$ cat config.mk
export PLATFORM = sky130hd
export DESIGN_NAME = downstream_wr_queue_flat
export DESIGN_NICKNAME = d
export VERILOG_FILES = /design/src/rtl/downstream_wr_queue_if.sv /design/src/rtl/downstream_wr_queue.sv /design/src/flat_wrapper.sv
export SDC_FILE = /design/constraint.sdc
export NUM_CORES = 1
export LEC_CHECK = 0
export ABC_AREA = 1
export BUFFER_PORTS_ARGS = -buffer_cell sky130_fd_sc_hd__clkbuf_2
export CAP_MARGIN = 20
export CORE_MARGIN = 1.5
export CORE_UTILIZATION = 60
export CTS_CLUSTER_SIZE = 25
export DETAILED_ROUTE_END_ITERATION = 8
export PLACE_DENSITY = 0.88
export SLEW_MARGIN = 30
export SYNTH_ARGS = -nofsm -noshare
export SYNTH_HDL_FRONTEND = slang
export SYNTH_SLANG_ARGS = --single-unit
$ cat constraint.sdc
create_clock -name clk -period 5.4 [get_ports clk]
set_input_delay 0.27 -clock clk [delete_from_list [all_inputs] [get_ports clk]]
set_output_delay 0.27 -clock clk [all_outputs]
set_load 0.02 [all_outputs]
$ cat src/rtl/downstream_wr_queue_if.sv
// Update-in and RAM-write handshake bundle for downstream_wr_queue.
// master drives updates and ram_ready; slave is the queue itself.
interface downstream_wr_queue_if #(
  parameter int unsigned ID_W  = 5,
  parameter int unsigned AMT_W = 16
);
  logic             in_valid;
  logic [ID_W-1:0]  in_client_id;
  logic [AMT_W-1:0] in_amount;
  logic             in_ready;
  logic             ram_valid;
  logic             ram_ready;
  logic [ID_W-1:0]  ram_wrindex;
  logic [AMT_W-1:0] ram_wdata;
  logic             ram_we;

  modport master (
    output in_valid, in_client_id, in_amount, ram_ready,
    input  in_ready, ram_valid, ram_wrindex, ram_wdata, ram_we
  );

  modport slave (
    input  in_valid, in_client_id, in_amount, ram_ready,
    output in_ready, ram_valid, ram_wrindex, ram_wdata, ram_we
  );
endinterface

$ cat src/rtl/downstream_wr_queue.sv
// Filters unchanged per-client amount updates and queues the rest, in order,
// for the downstream RAM write port (first-word-fall-through output).
module downstream_wr_queue #(
  parameter int unsigned DEPTH = 8,
  parameter int unsigned ID_W  = 5,
  parameter int unsigned AMT_W = 16,
  parameter int unsigned CNT_W = 16
) (
  input  logic                    clk,
  input  logic                    rst_n,
  downstream_wr_queue_if.slave    bus,
  output logic [$clog2(DEPTH):0]  fifo_count,
  output logic [CNT_W-1:0]        drop_count
);
  localparam int unsigned PTR_W = $clog2(DEPTH);
  localparam int unsigned N_ID  = 1 << ID_W;
  localparam logic [PTR_W:0] FULL = DEPTH[PTR_W:0];

  logic [ID_W-1:0]  q_id   [DEPTH];
  logic [AMT_W-1:0] q_amt  [DEPTH];
  logic [AMT_W-1:0] shadow [N_ID];
  logic [N_ID-1:0]  shadow_v;
  logic [PTR_W-1:0] rd_ptr, wr_ptr;
  logic [PTR_W:0]   count;

  logic accept, hit, push, pop, drop;

  always_comb begin
    bus.in_ready    = rst_n && (count < FULL);
    bus.ram_valid   = (count != '0);
    bus.ram_wrindex = q_id[rd_ptr];
    bus.ram_wdata   = q_amt[rd_ptr];
    accept          = bus.in_valid && bus.in_ready;
    // Filter against the last accepted value, so back-to-back repeats drop.
    hit             = shadow_v[bus.in_client_id] &&
                      (shadow[bus.in_client_id] == bus.in_amount);
    push            = accept && !hit;
    drop            = accept && hit;
    pop             = bus.ram_valid && bus.ram_ready;
    bus.ram_we      = pop;
    fifo_count      = count;
  end

  always_ff @(posedge clk or negedge rst_n) begin
    if (!rst_n) begin
      rd_ptr     <= '0;
      wr_ptr     <= '0;
      count      <= '0;
      shadow_v   <= '0;
      drop_count <= '0;
    end else begin
      if (push) begin
        wr_ptr                       <= wr_ptr + 1'b1;
        shadow_v[bus.in_client_id]   <= 1'b1;
      end
      if (pop) rd_ptr <= rd_ptr + 1'b1;
      case ({push, pop})
        2'b10:   count <= count + 1'b1;
        2'b01:   count <= count - 1'b1;
        default: count <= count;
      endcase
      if (drop && (drop_count != '1)) drop_count <= drop_count + 1'b1;
    end
  end

  // Payload storage needs no reset: shadow_v and count qualify every read.
  always_ff @(posedge clk) begin
    if (push) begin
      q_id[wr_ptr]               <= bus.in_client_id;
      q_amt[wr_ptr]              <= bus.in_amount;
      shadow[bus.in_client_id]   <= bus.in_amount;
    end
  end
endmodule

$ cat src/flat_wrapper.sv
// flat-port wrapper written by rule: the top's interface ports become plain ports
module downstream_wr_queue_flat 
#(
  parameter int unsigned DEPTH = 8,
  parameter int unsigned ID_W  = 5,
  parameter int unsigned AMT_W = 16,
  parameter int unsigned CNT_W = 16
)
  (clk, rst_n, fifo_count, drop_count, bus_in_valid, bus_in_client_id, bus_in_amount, bus_ram_ready, bus_in_ready, bus_ram_valid, bus_ram_wrindex, bus_ram_wdata, bus_ram_we);
  downstream_wr_queue_if #(.ID_W(ID_W), .AMT_W(AMT_W)) bus_i ();
  input  logic clk;
  input  logic rst_n;
  output logic [$clog2(DEPTH):0] fifo_count;
  output logic [CNT_W-1:0] drop_count;
  input wire logic [$bits(bus_i.in_valid)-1:0] bus_in_valid;
  input wire logic [$bits(bus_i.in_client_id)-1:0] bus_in_client_id;
  input wire logic [$bits(bus_i.in_amount)-1:0] bus_in_amount;
  input wire logic [$bits(bus_i.ram_ready)-1:0] bus_ram_ready;
  output wire logic [$bits(bus_i.in_ready)-1:0] bus_in_ready;
  output wire logic [$bits(bus_i.ram_valid)-1:0] bus_ram_valid;
  output wire logic [$bits(bus_i.ram_wrindex)-1:0] bus_ram_wrindex;
  output wire logic [$bits(bus_i.ram_wdata)-1:0] bus_ram_wdata;
  output wire logic [$bits(bus_i.ram_we)-1:0] bus_ram_we;
  assign bus_i.in_valid = bus_in_valid;
  assign bus_i.in_client_id = bus_in_client_id;
  assign bus_i.in_amount = bus_in_amount;
  assign bus_i.ram_ready = bus_ram_ready;
  assign bus_in_ready = bus_i.in_ready;
  assign bus_ram_valid = bus_i.ram_valid;
  assign bus_ram_wrindex = bus_i.ram_wrindex;
  assign bus_ram_wdata = bus_i.ram_wdata;
  assign bus_ram_we = bus_i.ram_we;
  downstream_wr_queue #(.DEPTH(DEPTH), .ID_W(ID_W), .AMT_W(AMT_W), .CNT_W(CNT_W)) u_core (.clk(clk), .rst_n(rst_n), .bus(bus_i), .fifo_count(fifo_count), .drop_count(drop_count));
endmodule
==> flow_summary.ini, run 1 <==
[sta]
max_slew_margin_pct = 30.48
setup_viol = 0
hold_violations = 0
fmax_mhz = 225.4
drv_slew = 0
rsz0062_at_grt = no
fin_skew_ns = 0.03377
tightest_slew_ns = 1.037
fin_crit_sh_pct = 82.17
min_period_ns = 4.437
tns_ns = 0

[cells_and_area]
nNetsFinal = 3030
final_common_cell = nand2_1
drive_above_1_share_pct = 8.993
fin_cells = 3739
layout_common_cells = nand2_1 (1333), edfxtp_1 (680), nor2_1 (243), nand3_1 (118), o21ai_0 (97)
nFillCells = 3299
syn_to_final_growth_pct = 11.32

[min_path]
hp-class = input port to register
min_from = bus_in_amount[6]

[detailed_routing]
wl_um = 81410
routedWlPerCell_um = 21.77
vias_per_cell = 6.082
first_iter_violations = 3467
first_pass_iters = 6
antenna_left = 0
num_vias = 22740
drcViolationCount = 0

[run_status]
status = finished clean

[critical_path]
required_ns = 5.95
cp.arrival_ns = 4.99
critical-path-max-stage-delay_ns = 0.72
crit_top_cell = nand2_1
start_kind = input port
end_kind = register
r2r-start = u_core.shadow[2][10]
crit_chain = buf_6 > buf_4 > nor2_4 > buf_4 > nand2_1 > nand3_1 > nand2_1 > nand2_1 > nor2_1 > nand2_1 > nand2_1 > nand2_1 > nor2_1 > nand2_1 > nor2_2 > nand3_2 > nand2_2 > ha_1 > nor2_1 > nor4_1 > a31oi_1 > a211oi_1 > xor2_1
cp_max_fo = 71
crit_path_start = bus_in_client_id[0]
cp_slowest_cell = buf_4
worstSetupPathType = input port to register

[grt]
grt_util_all_layers_pct = 30.85
grt_pass1_wl_um = 124200
grt_max_degree = 129
antenna_found_initial = 1
grt_pass1_vias = 22350
grt_overflow = 0

[logic_synthesis]
synth_edf_count = 680
ys_types = 34
synth_cells = 2928
ys.flop_type = edfxtp_1
yosys_warnings = 0
ys_seq_area_share_pct = 70.55
syn_avg_cell_area_um2 = 10.59
syn-num-nets = 2959
async_flop_share_pct = 7.859
synth_seq_cells = 738
synthesis.area_um2 = 31000

[floorplan]
rows = 83
start_util_pct = 60.55
die_width_um = 230.3
core_area_um2 = 51200
dieArea_um2 = 53040
die_h_um = 230.3
ios = 69

[clocking]
cts-resized-gates = 0
clkSinkCount = 738
clk_latency_ns = 0.64
tritoncts = built
ctsHoldBuffers = 2
clk_pin_slew_worst_paths_ns = 0.07
cts_setup_buffers = 0
htree_levels = 3
ctsRootBufferMaster = clkbuf_16
cts_made_buffers = 72
clockBufferDepth = 3

[pwr]
leakagePower_uw = 0.01389
total_power_uw = 13750
powerDensity_nw_per_um2 = 398.4
vdd_ir_drop_max_mv = 0.2849

[placed_design]
hpwl_um = 45370
place.port_buffers = 68
routabilityCongestion = 0.9865
dp.cells = 3603

[job]
drv_cap = 0
## layout make-up
| class | count | area [um2] | share of cell area (%) |
|---|---|---|---|
| multi-input combinational | 1952 | 8144 | 23.60 |
| tap | 680 | 850.8 | 2.466 |
| sequential | 738 | 21870 | 63.38 |
| timing repair buffer | 135 | 913.4 | 2.647 |
| clock inverter | 43 | 450.4 | 1.305 |
| inverter | 100 | 384.1 | 1.113 |
| clock buffer | 90 | 1891 | 5.479 |
| antenna | 1 | 2.502 | 0.007252 |
## flip-flops by register name (all words and copies together), names as in the netlist
signal             cells
u_core.shadow_v       32
u_core.q_id           40
u_core.shadow        512
u_core.drop_count     16
u_core.fifo_count      4
u_core.rd_ptr          3
u_core.q_amt         128
u_core.wr_ptr          3
## through the flow
step / utilization (%) / area (um2) / setup WS (ns) / hold slack (ns)
floorplan: - / 31000 / 2.157 / -0.02559
global placement: 62.77 / 32140 / 0.9572 / 0.4343
detailed placement: 62.77 / 32140 / 0.6143 / 0.4368
CTS: 67.38 / 34500 / 1.231 / 0.09679
global route: 67.40 / 34510 / 0.8233 / 0.07815
finish: 67.40 / 34510 / 0.9628 / 0.1020
## worst paths after layout
kind	end	slack, ns	depth (start not counted)
max in group asynchronous	u_core.shadow_v[24]	4.46	3
min in group asynchronous	u_core.drop_count[9]	0.36	3
hold / removal	u_core.shadow[1][6]	0.10	1
setup / recovery	u_core.fifo_count[3]	0.96	23
setup reg to reg	u_core.fifo_count[3]	1.42	21
hold reg to reg	u_core.shadow_v[25]	0.45	2
## logic make-up (layout without fill, tap and decap cells)
| group | count (synthesis) | in the layout | synth area share [%] |
|---|---|---|---|
| simple gates | 1748 | 1748 | 22.15 |
| xor+xnor | 21 | 21 | 0.5933 |
| flops | 738 | 738 | 70.55 |
| compound gates | 177 | 177 | 3.217 |
| buf+inv | 238 | 368 | 3.249 |
| fa+ha+maj | 6 | 6 | 0.2422 |
| other cells | 0 | 1 | 0 |
## Yosys cell counts, types with 2 or more instances
| library cell | number | area [um2] |
|---|---|---|
| inv_1 | 89 | 334.1 |
| clkinv_1 | 3 | 11.26 |
| nand2_2 | 2 | 12.51 |
| xnor2_1 | 5 | 43.79 |
| buf_4 | 9 | 67.56 |
| dfrtp_1 | 58 | 1451 |
| buf_1 | 11 | 41.29 |
| clkbuf_1 | 59 | 221.5 |
| xor2_1 | 16 | 140.1 |
| nor2_1 | 252 | 945.9 |
| nor2_4 | 2 | 22.52 |
| a21oi_1 | 13 | 65.06 |
| o21bai_1 | 14 | 105.1 |
| o22ai_1 | 21 | 131.4 |
| nor3_2 | 8 | 80.08 |
| nor2_2 | 3 | 18.77 |
| nor3_1 | 5 | 25.02 |
| nand3_1 | 118 | 590.6 |
| ha_1 | 6 | 75.07 |
| o21ai_0 | 97 | 485.5 |
| nand4_1 | 19 | 118.9 |
| a31oi_1 | 22 | 137.6 |
| inv_2 | 8 | 30.03 |
| buf_2 | 58 | 290.3 |
| nand2_1 | 1333 | 5004 |
| edfxtp_1 | 680 | 20420 |
| nor4_1 | 3 | 18.77 |
| a22oi_1 | 8 | 60.06 |
## critical path: cells and delay by family
kind | cells | cell delay, ns
AND/OR/NAND/NOR | 16 | 2.42
buffers and inverters | 3 | 1.32
XOR/XNOR | 1 | 0.24
adder cells (fa/ha/maj) | 1 | 0.22
AO/OA/AOI/OAI | 2 | 0.47
## report_power, final
group          switching, uW  leakage, uW  internal (uW)
registers                162      0.00682           6400
logic                   1550      0.00594            621
clock network           2160      0.00113           2850
## layer usage
metal	track usage, %	wire length (um)	vias to the layer above
met5	0	0	-
met1	38.91	28030	10730
met2	50.59	38820	1795
met3	6.994	10400	335
met4	15.24	4162	0
li1	-	-	9885
Note: power is estimated with default switching activity, not from simulation.
==> inputs of run 2 (changes only) <==
--- a/config.mk
+++ b/config.mk
@@ -5,14 +5,14 @@
 export SDC_FILE = /design/constraint.sdc
 export NUM_CORES = 1
 export LEC_CHECK = 0
-export ABC_AREA = 1
+export ABC_AREA = 0
 export BUFFER_PORTS_ARGS = -buffer_cell sky130_fd_sc_hd__clkbuf_2
 export CAP_MARGIN = 20
 export CORE_MARGIN = 1.5
-export CORE_UTILIZATION = 60
+export CORE_UTILIZATION = 56
 export CTS_CLUSTER_SIZE = 25
 export DETAILED_ROUTE_END_ITERATION = 8
-export PLACE_DENSITY = 0.88
+export PLACE_DENSITY = 0.86
 export SLEW_MARGIN = 30
 export SYNTH_ARGS = -nofsm -noshare
 export SYNTH_HDL_FRONTEND = slang
==> constraint.sdc (replaced) <==
create_clock -name clk -period 3.7 [get_ports clk]
set_input_delay 0.185 -clock clk [delete_from_list [all_inputs] [get_ports clk]]
set_output_delay 0.185 -clock clk [all_outputs]
set_load 0.02 [all_outputs]
==> run 2 against run 1 <==
Sequential cell count did not move. Die area rose by 0.91%. Clock power rose by 40%. Global-route usage fell by 2.2 points. Worst hold slack improved by 0.0025 ns. Register-to-register slack got worse by 1.2 ns. Synthesized cell count fell by 46%. Critical path type is now register to register. Largest cell class unchanged.
==> flow_summary.ini, run 2 <==
[cells_and_area]
final_cell_area_um2 = 34490
reg.largest.list = u_core.shadow (512), u_core.q_amt (128), u_core.q_id (40)
antenna_cells = 0
largest_reg_flops = 512
nFillCells = 3089
final_common_cell = edfxtp_1
layout_common_cells = edfxtp_1 (680), mux2i_1 (234), buf_4 (115), o22ai_1 (114), clkbuf_16 (73)
nNetsFinal = 1836
syn_to_final_growth_pct = 18.13
drive_above_1_share_pct = 25.75
fin_cells = 2536
regMostFlops = u_core.shadow

[logic_synthesis]
ys_seq_area_share_pct = 74.90
synth_top_family_by_area = multiplexers
synthMuxAreaShare_pct = 14.00
synth_common_cells = edfxtp_1 (680), mux2i_1 (234), o22ai_1 (114)
yosys_warnings = 0
ys_types = 60
synth.area.top_cells = edfxtp_1 (70%), mux2i_1 (8.0%), dfrtp_1 (5.0%)
synth_compound_area_share_pct = 3.411
synth_xor_xnor_area_share_pct = 1.020
netlist.area_leader.share_pct = 69.93
synth.most_common_cell = edfxtp_1
yosysTopAreaCell = edfxtp_1
synth-adder-area-share_pct = 0.2571
syn-num-nets = 1598
yosys.area_share.simple_pct = 4.645
syn_avg_cell_area_um2 = 18.63
ys.flop_type = edfxtp_1
async_flop_share_pct = 7.859
synth_cells = 1567
synthesis.area_um2 = 29200
synth_edf_count = 680
synth_seq_cells = 738

[detailed_routing]
first_iter_violations = 2293
drcViolationCount = 0
first_pass_iters = 6
routedWlPerCell_um = 29.86
vias_per_cell = 6.588
wl_um = 75730
num_vias = 16710
antenna_left = 0

[critical_path]
worstSetupPathType = register to register
end_kind = register
reg2reg_slack_ns = 0.19
r2r-start = u_core.shadow[4][10]
worstRegToRegCells = 11
start_kind = register
cp.arrival_ns = 3.81
required_ns = 4.01
r2r-end = u_core.q_amt[3][14]
cp_max_fo = 36

[sta]
tns_ns = 0
hold_violations = 0
min_period_ns = 3.506
fmax_mhz = 285.3
fin_crit_sh_pct = 94.75
max_slew_margin_pct = 44.99
setup_viol = 0
tightest_slew_ns = 0.8252
drv_slew = 0
hold_slack_ns = 0.1045
fin_skew_ns = 0.02499

[pwr]
p_int_uw = 14720
power.net_switching_uw = 4764
total_power_uw = 19490
power_frac_comb_pct = 13.6
sw_frac_of_total_pct = 24.45
power_frac_seq_pct = 50.5
power_frac_clock_pct = 35.9
vdd_ir_drop_max_mv = 0.3604
leakagePower_uw = 0.01243
powerDensity_nw_per_um2 = 564.9

[placed_design]
hpwl_um = 45420
placed_area_um2 = 32240
routabilityCongestion = 0.9554
place.port_buffers = 68
dp.cells = 2411

[min_path]
holdPathEnd = u_core.q_id[5][2]
worstHoldPathCells = 1
min_from = bus_in_client_id[2]
hp-class = input port to register

[floorplan]
rows = 83
start_util_pct = 56.80
die_h_um = 231.3
ios = 69
core_area_um2 = 51410
die_width_um = 231.3
dieArea_um2 = 53520

[run_status]
status = finished clean

[grt]
grt_pass1_wl_um = 110800
use_met2_pct = 46.19
grt_util_met1_pct = 37.39
grt_max_degree = 59
grt_busiest_layer = met2
grt_use_met3_pct = 5.758
antenna_found_initial = 0
grt_pass1_vias = 16960
grt_util_all_layers_pct = 28.69
grt_overflow = 0

[clocking]
clkSinkCount = 738
tritoncts = built
cts_made_buffers = 69
clockBufferDepth = 3
clk_latency_ns = 0.61
ctsRootBufferMaster = clkbuf_16
htree_levels = 3
clk_pin_slew_worst_paths_ns = 0.06

[job]
drv_cap = 0
-- run 2: cell types whose count changed after synthesis, moves of 21 or more --
cell	before	now
o22ai_1	21	114
a31oi_1	22	1
mux2_2	0	27
clkbuf_1	59	18
mux4_2	0	64
o21ai_0	97	1
inv_1	89	5
nor4_1	3	32
nor2_1	252	25
nand2_1	1333	38
nand3_1	118	13
and3_1	1	25
mux2i_1	0	234
-- run 2: area by class of cell --
type | instances | area (um2) | share of cell area (%)
Sequential cell | 738 | 21880 | 63.42
Clock buffer | 91 | 1894 | 5.492
Clock inverter | 31 | 296.5 | 0.8597
Tap cell | 680 | 850.8 | 2.467
Multi-Input combinational cell | 737 | 6960 | 20.18
Inverter | 5 | 18.77 | 0.05441
Timing Repair Buffer | 254 | 2596 | 7.527
-- run 2: critical path, cell delays in order (launching register included) --
cell      delay, ns
edfxtp_1       0.40
mux4_2         0.51
mux4_2         0.47
mux2i_1        0.20
xnor2_1        0.22
nor2_1         0.15
nand4_4        0.09
buf_6          0.26
nand3_1        0.17
buf_12         0.19
nor3b_4        0.30
buf_12         0.20
-- run 2: routing by layer --
layer  part of all wire (%)  wire length (um)  up-vias
met2                     48             36580     1265
met5                      0                 0        -
li1                       -                 -     6811
met1                     36             27200     8384
met3                     11              7958      246
met4                    5.3              3988        0
-- run 2: what timing repair did --
action / in CTS / in global routing
hold buffers: 3 / 0
endpoints found under the setup margin: 0 / 45
endpoints found under the hold margin: 68 / 0
resized for setup: 0 / 5
buffers inserted: 0 / 0
-- run 2: cells by family after synthesis --
family                   after synthesis
flip-flops                           738
multiplexers                         325
AND/OR/NAND/NOR                      221
AO/OA/AOI/OAI                        151
buffers and inverters                 92
XOR/XNOR                              34
adder cells (fa/ha/maj)                6
-- run 2: worst max-delay path by stage --
stage               depth (start not counted)  slack, ns             startpoint                    to
floorplan                                  13      -0.14    bus_in_client_id[1]    u_core.q_amt[7][0]
global placement                           16      -0.19    bus_in_client_id[1]   u_core.q_amt[3][14]
detailed placement                         19      -0.38    bus_in_client_id[3]  u_core.fifo_count[2]
CTS                                        15        0.1  u_core.shadow[10][13]  u_core.fifo_count[3]
global route                               15   -0.00002    u_core.shadow[5][9]  u_core.fifo_count[2]
finish                                     11       0.19   u_core.shadow[4][10]   u_core.q_amt[3][14]
-- run 2: power by group through the flow --
stage               clock (uW)  combinational, uW  sequential [uW]
floorplan                    0               1870             9720
global placement             0               2530             9970
detailed placement           0               2630            10000
CTS                       7040               2660             9850
global route              7350               2810             9890
finish                    6990               2650             9850
-- run 2: through the flow --
| stage | setup WS [ns] | utilization [%] |
|---|---|---|
| final | 0.1943 | 67.10 |
| after global routing | -0.00001865 | 67.10 |
| after CTS | 0.09877 | 67.03 |
| after detailed placement | -0.3773 | 62.71 |
| after global placement | -0.1907 | 62.71 |
| after floorplan | -0.1361 | - |
